[config.mk]
export PLATFORM = sky130hd
export DESIGN_NAME = vampire_colorize
export DESIGN_NICKNAME = d
export VERILOG_FILES = /design/src/rtl/vampire_colorize_pkg.sv /design/src/rtl/vampire_scale8.sv /design/src/rtl/vampire_colorize.sv
export SDC_FILE = /design/constraint.sdc
export NUM_CORES = 1
export LEC_CHECK = 0
export BUFFER_PORTS_ARGS = -buffer_cell sky130_fd_sc_hd__buf_4
export CAP_MARGIN = 5
export CORE_MARGIN = 1
export CORE_UTILIZATION = 44
export CTS_CLUSTER_DIAMETER = 80
export DETAILED_ROUTE_END_ITERATION = 12
export PLACE_DENSITY_LB_ADDON = 0.25
export SLEW_MARGIN = 40
export SYNTH_ARGS = -nofsm -noshare
export SYNTH_HDL_FRONTEND = slang
export SYNTH_SLANG_ARGS = --single-unit
[constraint.sdc]
create_clock -name clk -period 10.7 [get_ports clk]
set_input_delay 1.605 -clock clk [delete_from_list [all_inputs] [get_ports clk]]
set_output_delay 1.605 -clock clk [all_outputs]
set_load 0.005 [all_outputs]
[src/rtl/vampire_colorize_pkg.sv]
// Shared types and constants for the Vampire4 colorize stage.
package vampire_colorize_pkg;

   typedef enum logic [1:0] {
      BLACK    = 2'd0,
      FADE_IN  = 2'd1,
      ON       = 2'd2,
      FADE_OUT = 2'd3
   } fade_state_t;

   localparam logic [7:0] FADE_MAX = 8'd255;

endpackage

[src/rtl/vampire_scale8.sv]
// Unsigned 8-bit sample times 9-bit factor, keeping the upper byte (y = (a*k) >> 8).
module vampire_scale8 (
   input  logic [7:0] a,
   input  logic [8:0] k,
   output logic [7:0] y
);

   // 255 * 256 = 65280 still fits in 16 bits, so no carry bit is lost.
   logic [15:0] prod;

   assign prod = {8'd0, a} * {7'd0, k};
   assign y    = prod[15:8];

endmodule

[src/rtl/vampire_colorize.sv]
// Tints the intensity stream into RGB, applies a frame-synchronous fade and forces black in blanking.
import vampire_colorize_pkg::*;

module vampire_colorize #(
   parameter logic [7:0] TINT_R    = 8'd64,
   parameter logic [7:0] TINT_G    = 8'd255,
   parameter logic [7:0] TINT_B    = 8'd96,
   parameter logic [7:0] FADE_STEP = 8'd8
) (
   input  logic       clk,
   input  logic       reset,
   input  logic       enable,
   input  logic       ce_pix,
   input  logic       HBlank_in,
   input  logic       HSync_in,
   input  logic       VBlank_in,
   input  logic       VSync_in,
   input  logic [7:0] video_in,
   output logic       ce_pix_out,
   output logic       HBlank,
   output logic       HSync,
   output logic       VBlank,
   output logic       VSync,
   output logic [7:0] r,
   output logic [7:0] g,
   output logic [7:0] b,
   output logic [7:0] fade_level,
   output logic       fade_busy
);

   localparam logic [23:0] TINTS = {TINT_B, TINT_G, TINT_R};

   logic [7:0]  v1_reg;
   logic        hb1_reg, hs1_reg, vb1_reg, vs1_reg;
   logic [7:0]  c2_reg [3];
   logic [7:0]  c2_next [3];
   logic        hb2_reg, hs2_reg, vb2_reg, vs2_reg;
   logic [7:0]  rgb_reg [3];
   logic [7:0]  rgb_next [3];
   logic        hb3_reg, hs3_reg, vb3_reg, vs3_reg;
   logic        ce_pix_out_reg;

   fade_state_t state_reg;
   logic [7:0]  fade_level_reg;
   logic        fade_busy_reg;
   logic        vs_prev_reg;
   logic        tick;
   logic [8:0]  fade_k;
   logic [8:0]  level_up;
   logic [8:0]  level_dn;
   logic [7:0]  level_up_sat;
   logic [7:0]  level_dn_sat;

   // fade_level 255 maps to factor 256 so a fully-on channel passes unchanged.
   assign fade_k = {1'b0, fade_level_reg} + 9'd1;

   generate
      for (genvar gi = 0; gi < 3; gi++) begin : g_chan
         vampire_scale8 u_tint (
            .a (v1_reg),
            .k ({1'b0, TINTS[gi*8 +: 8]}),
            .y (c2_next[gi])
         );
         vampire_scale8 u_fade (
            .a (c2_reg[gi]),
            .k (fade_k),
            .y (rgb_next[gi])
         );
      end
   endgenerate

   always_ff @(posedge clk) begin
      if (reset) begin
         v1_reg  <= 8'd0;
         hb1_reg <= 1'b0;
         hs1_reg <= 1'b0;
         vb1_reg <= 1'b0;
         vs1_reg <= 1'b0;
         hb2_reg <= 1'b0;
         hs2_reg <= 1'b0;
         vb2_reg <= 1'b0;
         vs2_reg <= 1'b0;
         hb3_reg <= 1'b0;
         hs3_reg <= 1'b0;
         vb3_reg <= 1'b0;
         vs3_reg <= 1'b0;
         for (int i = 0; i < 3; i++) begin
            c2_reg[i]  <= 8'd0;
            rgb_reg[i] <= 8'd0;
         end
      end else if (ce_pix) begin
         v1_reg  <= video_in;
         hb1_reg <= HBlank_in;
         hs1_reg <= HSync_in;
         vb1_reg <= VBlank_in;
         vs1_reg <= VSync_in;
         hb2_reg <= hb1_reg;
         hs2_reg <= hs1_reg;
         vb2_reg <= vb1_reg;
         vs2_reg <= vs1_reg;
         hb3_reg <= hb2_reg;
         hs3_reg <= hs2_reg;
         vb3_reg <= vb2_reg;
         vs3_reg <= vs2_reg;
         for (int i = 0; i < 3; i++) begin
            c2_reg[i]  <= c2_next[i];
            rgb_reg[i] <= (hb2_reg || vb2_reg) ? 8'd0 : rgb_next[i];
         end
      end
   end

   always_ff @(posedge clk) begin
      if (reset) ce_pix_out_reg <= 1'b0;
      else       ce_pix_out_reg <= ce_pix;
   end

   // Frame tick: VSync rising edge, seen only through pixel-enabled samples.
   assign tick = ce_pix && VSync_in && !vs_prev_reg;

   assign level_up     = {1'b0, fade_level_reg} + {1'b0, FADE_STEP};
   assign level_dn     = {1'b0, fade_level_reg} - {1'b0, FADE_STEP};
   assign level_up_sat = level_up[8] ? FADE_MAX : level_up[7:0];
   assign level_dn_sat = level_dn[8] ? 8'd0 : level_dn[7:0];

   always_ff @(posedge clk) begin
      if (reset) begin
         state_reg      <= BLACK;
         fade_level_reg <= 8'd0;
         fade_busy_reg  <= 1'b0;
         vs_prev_reg    <= 1'b0;
      end else begin
         if (ce_pix) vs_prev_reg <= VSync_in;
         if (tick) begin
            case (state_reg)
               BLACK: begin
                  if (enable) begin
                     state_reg     <= FADE_IN;
                     fade_busy_reg <= 1'b1;
                  end
               end
               FADE_IN: begin
                  if (!enable) begin
                     state_reg <= FADE_OUT;
                  end else begin
                     fade_level_reg <= level_up_sat;
                     if (level_up_sat == FADE_MAX) begin
                        state_reg     <= ON;
                        fade_busy_reg <= 1'b0;
                     end
                  end
               end
               ON: begin
                  if (!enable) begin
                     state_reg     <= FADE_OUT;
                     fade_busy_reg <= 1'b1;
                  end
               end
               FADE_OUT: begin
                  if (enable) begin
                     state_reg <= FADE_IN;
                  end else begin
                     fade_level_reg <= level_dn_sat;
                     if (level_dn_sat == 8'd0) begin
                        state_reg     <= BLACK;
                        fade_busy_reg <= 1'b0;
                     end
                  end
               end
               default: state_reg <= BLACK;
            endcase
         end
      end
   end

   assign ce_pix_out = ce_pix_out_reg;
   assign HBlank     = hb3_reg;
   assign HSync      = hs3_reg;
   assign VBlank     = vb3_reg;
   assign VSync      = vs3_reg;
   assign r          = rgb_reg[0];
   assign g          = rgb_reg[1];
   assign b          = rgb_reg[2];
   assign fade_level = fade_level_reg;
   assign fade_busy  = fade_busy_reg;

endmodule

* Yosys cells after proc, flatten, opt, wreduce, memory -nomap -nowiden *
Memories as Yosys holds them, arrays and structs flattened.
Index checks and enable logic that the tools add are counted.

storage, ports and cells
  register bits = 32
  bits in writable memories = 48
  bits of input ports = 16
  output and inout port bits = 38
  word-level logic and storage cells = 88
  memories = 2

cells by class
  add/subtract/negate cells = 3
  $mul = 5
  eq/ne operators = 12
  mux-type cells = 33
  bitwise operators = 6
  reductions and logical operators = 10

memory list
  memory   depth  bits a word  rd ports  clocked after memory_dff  write ports  line                    text
  c2_reg   3      8            3         0                         3            vampire_colorize.sv:35  logic [7:0] c2_reg [3];
  rgb_reg  3      8            3         0                         3            vampire_colorize.sv:38  logic [7:0] rgb_reg [3];

operators with widths
  cell                    count
  $mux W8                 13
  $mul A8 B9 Y16          3
  $mul A8 B8 Y16 const B  1
  $pmux W8 S2             1
  $mux W2                 6
  $ne A2 B2 Y1 const B    6
  $mux W1                 11
  $mul A8 B2 Y10 const B  1
  $add A8 B1 Y9 const B   1
  $add A8 B4 Y9 const B   1
  $sub A8 B4 Y9 const B   1
  $eq A8 B8 Y1 const B    1
  $logic_not A8 Y1        1
  $pmux W2 S4             1
  $reduce_and A7 Y1       1
  $ne A3 B3 Y1 const B    2
  $or A1 B1 Y1            6
  $reduce_and A5 Y1       1
  $eq A2 B2 Y1 const B    2
  $pmux W1 S4             1
  $reduce_and A4 Y1       1
  $eq A2 B1 Y1 const B    1
  $logic_and A1 B1 Y1     2
  $logic_not A2 Y1        1
  other kinds (3)         3

* Longest topological paths before layout *
  word-level depth = 6
  mapped depth = 20
  mapped depth without buffers = 19

* Hierarchy *
Synthesis repeated with hierarchy kept, for this count alone.

unflattened totals
  cells, all modules = 1867
  area total of the unflattened synthesis = 16938.7 µm²

modules (own cells, without submodules)
  module                             times used  cells an instance  area each (µm²)  seq. area each (µm²)
  vampire_colorize                   1           301                3495.9           2082.0
  vampire_scale8 (g_chan[0].u_tint)  1           268                2292.2           0.0
  vampire_scale8 (g_chan[1].u_tint)  1           267                2283.4           0.0
  vampire_scale8 (g_chan[0].u_fade)  1           269                2269.7           0.0
  vampire_scale8 (g_chan[1].u_fade)  1           261                2243.4           0.0
  vampire_scale8 (g_chan[2].u_fade)  1           253                2194.6           0.0
  vampire_scale8 (g_chan[2].u_tint)  1           248                2159.6           0.0

* Least setup slack after synthesis *
No wires, ideal clock.

  path type = reg-to-reg
  start = register fade_level_reg[1] (netlist: fade_level[1])
  end = memory rgb_reg[1][6] (netlist: rgb_reg[0][14]), data pin
  setup time = 268 ps
  data arrival time = 4861 ps
  data required time = 10432 ps
  setup slack = 5571 ps
  cell stages (with the launch flop) = 20
  path buffers = 1
  clock period less this slack = 5129 ps
  cell sequence = dfxtp_1 > ha_1 > nand3_1 > nor2_1 > xnor2_1 > clkbuf_1 > nor2b_1 > fa_1 > fa_1 > fa_1 > inv_1 > fa_1 > inv_1 > ha_1 > nand3_1 > or3_1 > and4_1 > nor3b_2 > o21a_1 > nor3_2

RTL lines
  element                 line                     text
  start, declared         vampire_colorize.sv:44   logic [7:0] fade_level_reg;
  start signal, assigned  vampire_colorize.sv:145  fade_level_reg <= level_up_sat;
  start signal, assigned  vampire_colorize.sv:162  fade_level_reg <= level_dn_sat;
  end, declared           vampire_colorize.sv:38

==> run metrics <==
run status=finished, final reports clean; Worst Hold End=fade_busy; setup TNS=0 ps; Rows=56; number of flops mapped to enable cells by yosys=45; PortBufs=53; CTS sink count=between 70 and 80; first-iteration detailed-routing DRC count=roughly 390; drt pass-1 iters=5; CP delay by family, top=adder cells; Hold Startpoint=fade_busy; total congestion overflow=0; antenna violations before repair=0; Max Buffers Root-to-Sink=2; Hold Crit Class=reg -> reg; WHS=471 ps; startpoint types=register; synthesized flop and latch total=77; Crit Reg-Reg Endpoint=rgb_reg[0][14]; later-pin clock latency in the skew report=around 360 ps; DP Area=~11000 um2; TritonCTS Buffers=9; endpoints failing setup=0; height of the die=~160 um; core area=between 20000 and 25000 um2; routed wire length=around 21000 um; Netlist cell types=70; Non-Filler Instances=1500; Ports=54; YS warnings=0; fin crit share=0.533; Synth Cell Area=10800 um2; Die W=roughly 160 um; Max Cap Violations=0; cell mode on critical path=fa_1; RSZ-0062 raised after global routing=false; Layout Area Growth over Synthesis=9.40%; final hold vios=0; VDD IR-drop max=0.0738 mV; Max Slew Vio Count=0; post-cts repair resize count=0; reg2reg setup slack=5000 ps; clk slew on worst S/H paths=around 70 ps; CTS tree=done; Vias/cell=~5; DIE AREA=25100 um2; FFs w/ async S/R, synth=0; crit path DAT=roughly 5800 ps; Crit. End Element=register; Synth Flop Type=edfxtp_1; layout net count=between 1000 and 1500; fmax=0.175 GHz; DR vias=7537; cells after synthesis=1142; R2R depth=18; power per cell area=around 80 nW/um2; sequential share of the synthesized area=0.185; Post-CTS Setup Bufs=0; final RePlAce weighted congestion=between 0.8 and 0.9; crit path time final=between 5000 and 6000 ps; layout cells sized above 1=0.0830; Initial Util=0.454; Setup Skew=about 8.9 ps; Hold Buf Count CTS=0; leakage power=approximately 6 nW; gr usage total=0.188; Critical path buffers and inverters=3; Fill cells=around 2200; Max H-tree Level=3; Antenna Cells=0; CTS Root Buffer Type=clkbuf_16; Final ANT Viol Nets=0; syn avg cell area=9.43 um2; Req. time, crit path=about 11000 ps; commonest non-fill, non-tap cell in the layout=inv_1; largest net degree at the start of global routing=33; post-route cell area=~12000 um2; first-pass GRT wire length=between 30000 and 40000 um; drt drc=0; placed cell count=roughly 1500; vias in the first global route=around 7500; WHS Path Cells=2; kind of critical path=reg -> reg; highest-delay cell along the critical path=dfxtp_1; Rel. slew slack=0.514; wire per inst=14.2 um; crit-path cells=ha_1 > nand4_1 > xnor2_1 > buf_4 > and2_1 > fa_1 > fa_1 > fa_1 > inv_1 > fa_1 > inv_1 > ha_1 > nand3_1 > or3_1 > and4_1 > nor3b_2 > o21a_1 > nor3_2; syn nets=~1400; DP HPWL=roughly 17000 um; most frequent cells in the layout=205 x inv_1, 144 x ha_1, 131 x fa_1; r2r startpoint=fade_level[3]; Pwr Total=between 0.0009 and 0.001 W; max reg flops=24; Critical Path Max Stage Delay=approximately 680 ps; Tightest Pin Transition=around 730 ps; CP max FO=21
## worst register-to-register path, cell delays in order (launching register included)
cell     delay [ps]
dfxtp_1         680
ha_1            350
nand4_1         170
xnor2_1         160
buf_4           230
and2_1          200
fa_1            520
fa_1            440
fa_1            540
inv_1            50
fa_1            530
inv_1            40
ha_1            330
nand3_1         110
or3_1           400
and4_1          250
nor3b_2         240
o21a_1          150
nor3_2           40
## per-stage QoR
| step | setup WS (ps) | utilization |
|---|---|---|
| 6_report | 5000 | 0.496 |
| 2_1_floorplan | 5570 | - |
| 3_5_place_dp | 4980 | 0.484 |
| 3_3_place_gp | 5040 | 0.483 |
| 4_1_cts | 4980 | 0.496 |
| 5_1_grt | 4510 | 0.496 |
## final cells by class
type                       count  area (um2)  share of cell area
inverter                     207         777              0.0659
multi-input combinational    820        7870               0.667
sequential                    77        1990               0.169
clock inverter                 7        67.6             0.00573
tap                          319         399              0.0339
clock buffer                   9         225              0.0191
timing repair buffer          61         458              0.0389
## synthesized netlist by cell type, drive strengths merged, types with 10 or more instances
master	number	area share
xnor2	23	0.019
a21oi	33	0.015
nand2	52	0.018
mux2i	22	0.020
and2	120	0.070
edfxtp	45	0.13
xor2	15	0.012
fa	131	0.24
nor3	18	0.0088
nand3	11	0.0056
nor2b	35	0.020
o21ai	24	0.011
clkbuf	28	0.0098
dfxtp	32	0.059
ha	144	0.17
inv	207	0.072
nor2	73	0.026
buf	10	0.0053
## metal layers
metal	up-vias	wire length, um	global-route usage
li1	3752	-	-
met1	3677	10600	0.267
met2	89	9870	0.303
met3	19	647	0.0248
met4	0	237	0.0440
met5	-	0	0
## how the worst max path moves through the flow
stage / startpoint / endpoint / slack (ps) / depth (start not counted)
floorplan: fade_level[1] / rgb_reg[0][14] / 5570 / 19
global placement: fade_level[1] / rgb_reg[0][15] / 5040 / 18
detailed placement: fade_level[3] / rgb_reg[0][14] / 4980 / 18
CTS: fade_level[3] / rgb_reg[0][14] / 4980 / 18
global route: fade_level[3] / rgb_reg[0][12] / 4510 / 18
finish: fade_level[3] / rgb_reg[0][14] / 5000 / 18
## power breakdown
| part | switching, W | internal [W] | leakage, nW |
|---|---|---|---|
| Clock | 0.000154 | 0.000163 | 0.142 |
| Combinational | 0.000144 | 0.000113 | 5.14 |
| Sequential | 0.0000321 | 0.000334 | 0.761 |
## cell families after synthesis
| family | Yosys count | share of synthesized area |
|---|---|---|
| adders and majority gates | 275 | 0.411 |
| buffers and inverters | 245 | 0.0872 |
| and+or+nand+nor | 363 | 0.187 |
| DFF | 77 | 0.185 |
| muxes | 23 | 0.0215 |
| AOI/OAI and AO/OA | 121 | 0.0777 |
| xor gates and xnor gates | 38 | 0.0309 |
Note: power is estimated with default switching activity, not from simulation.
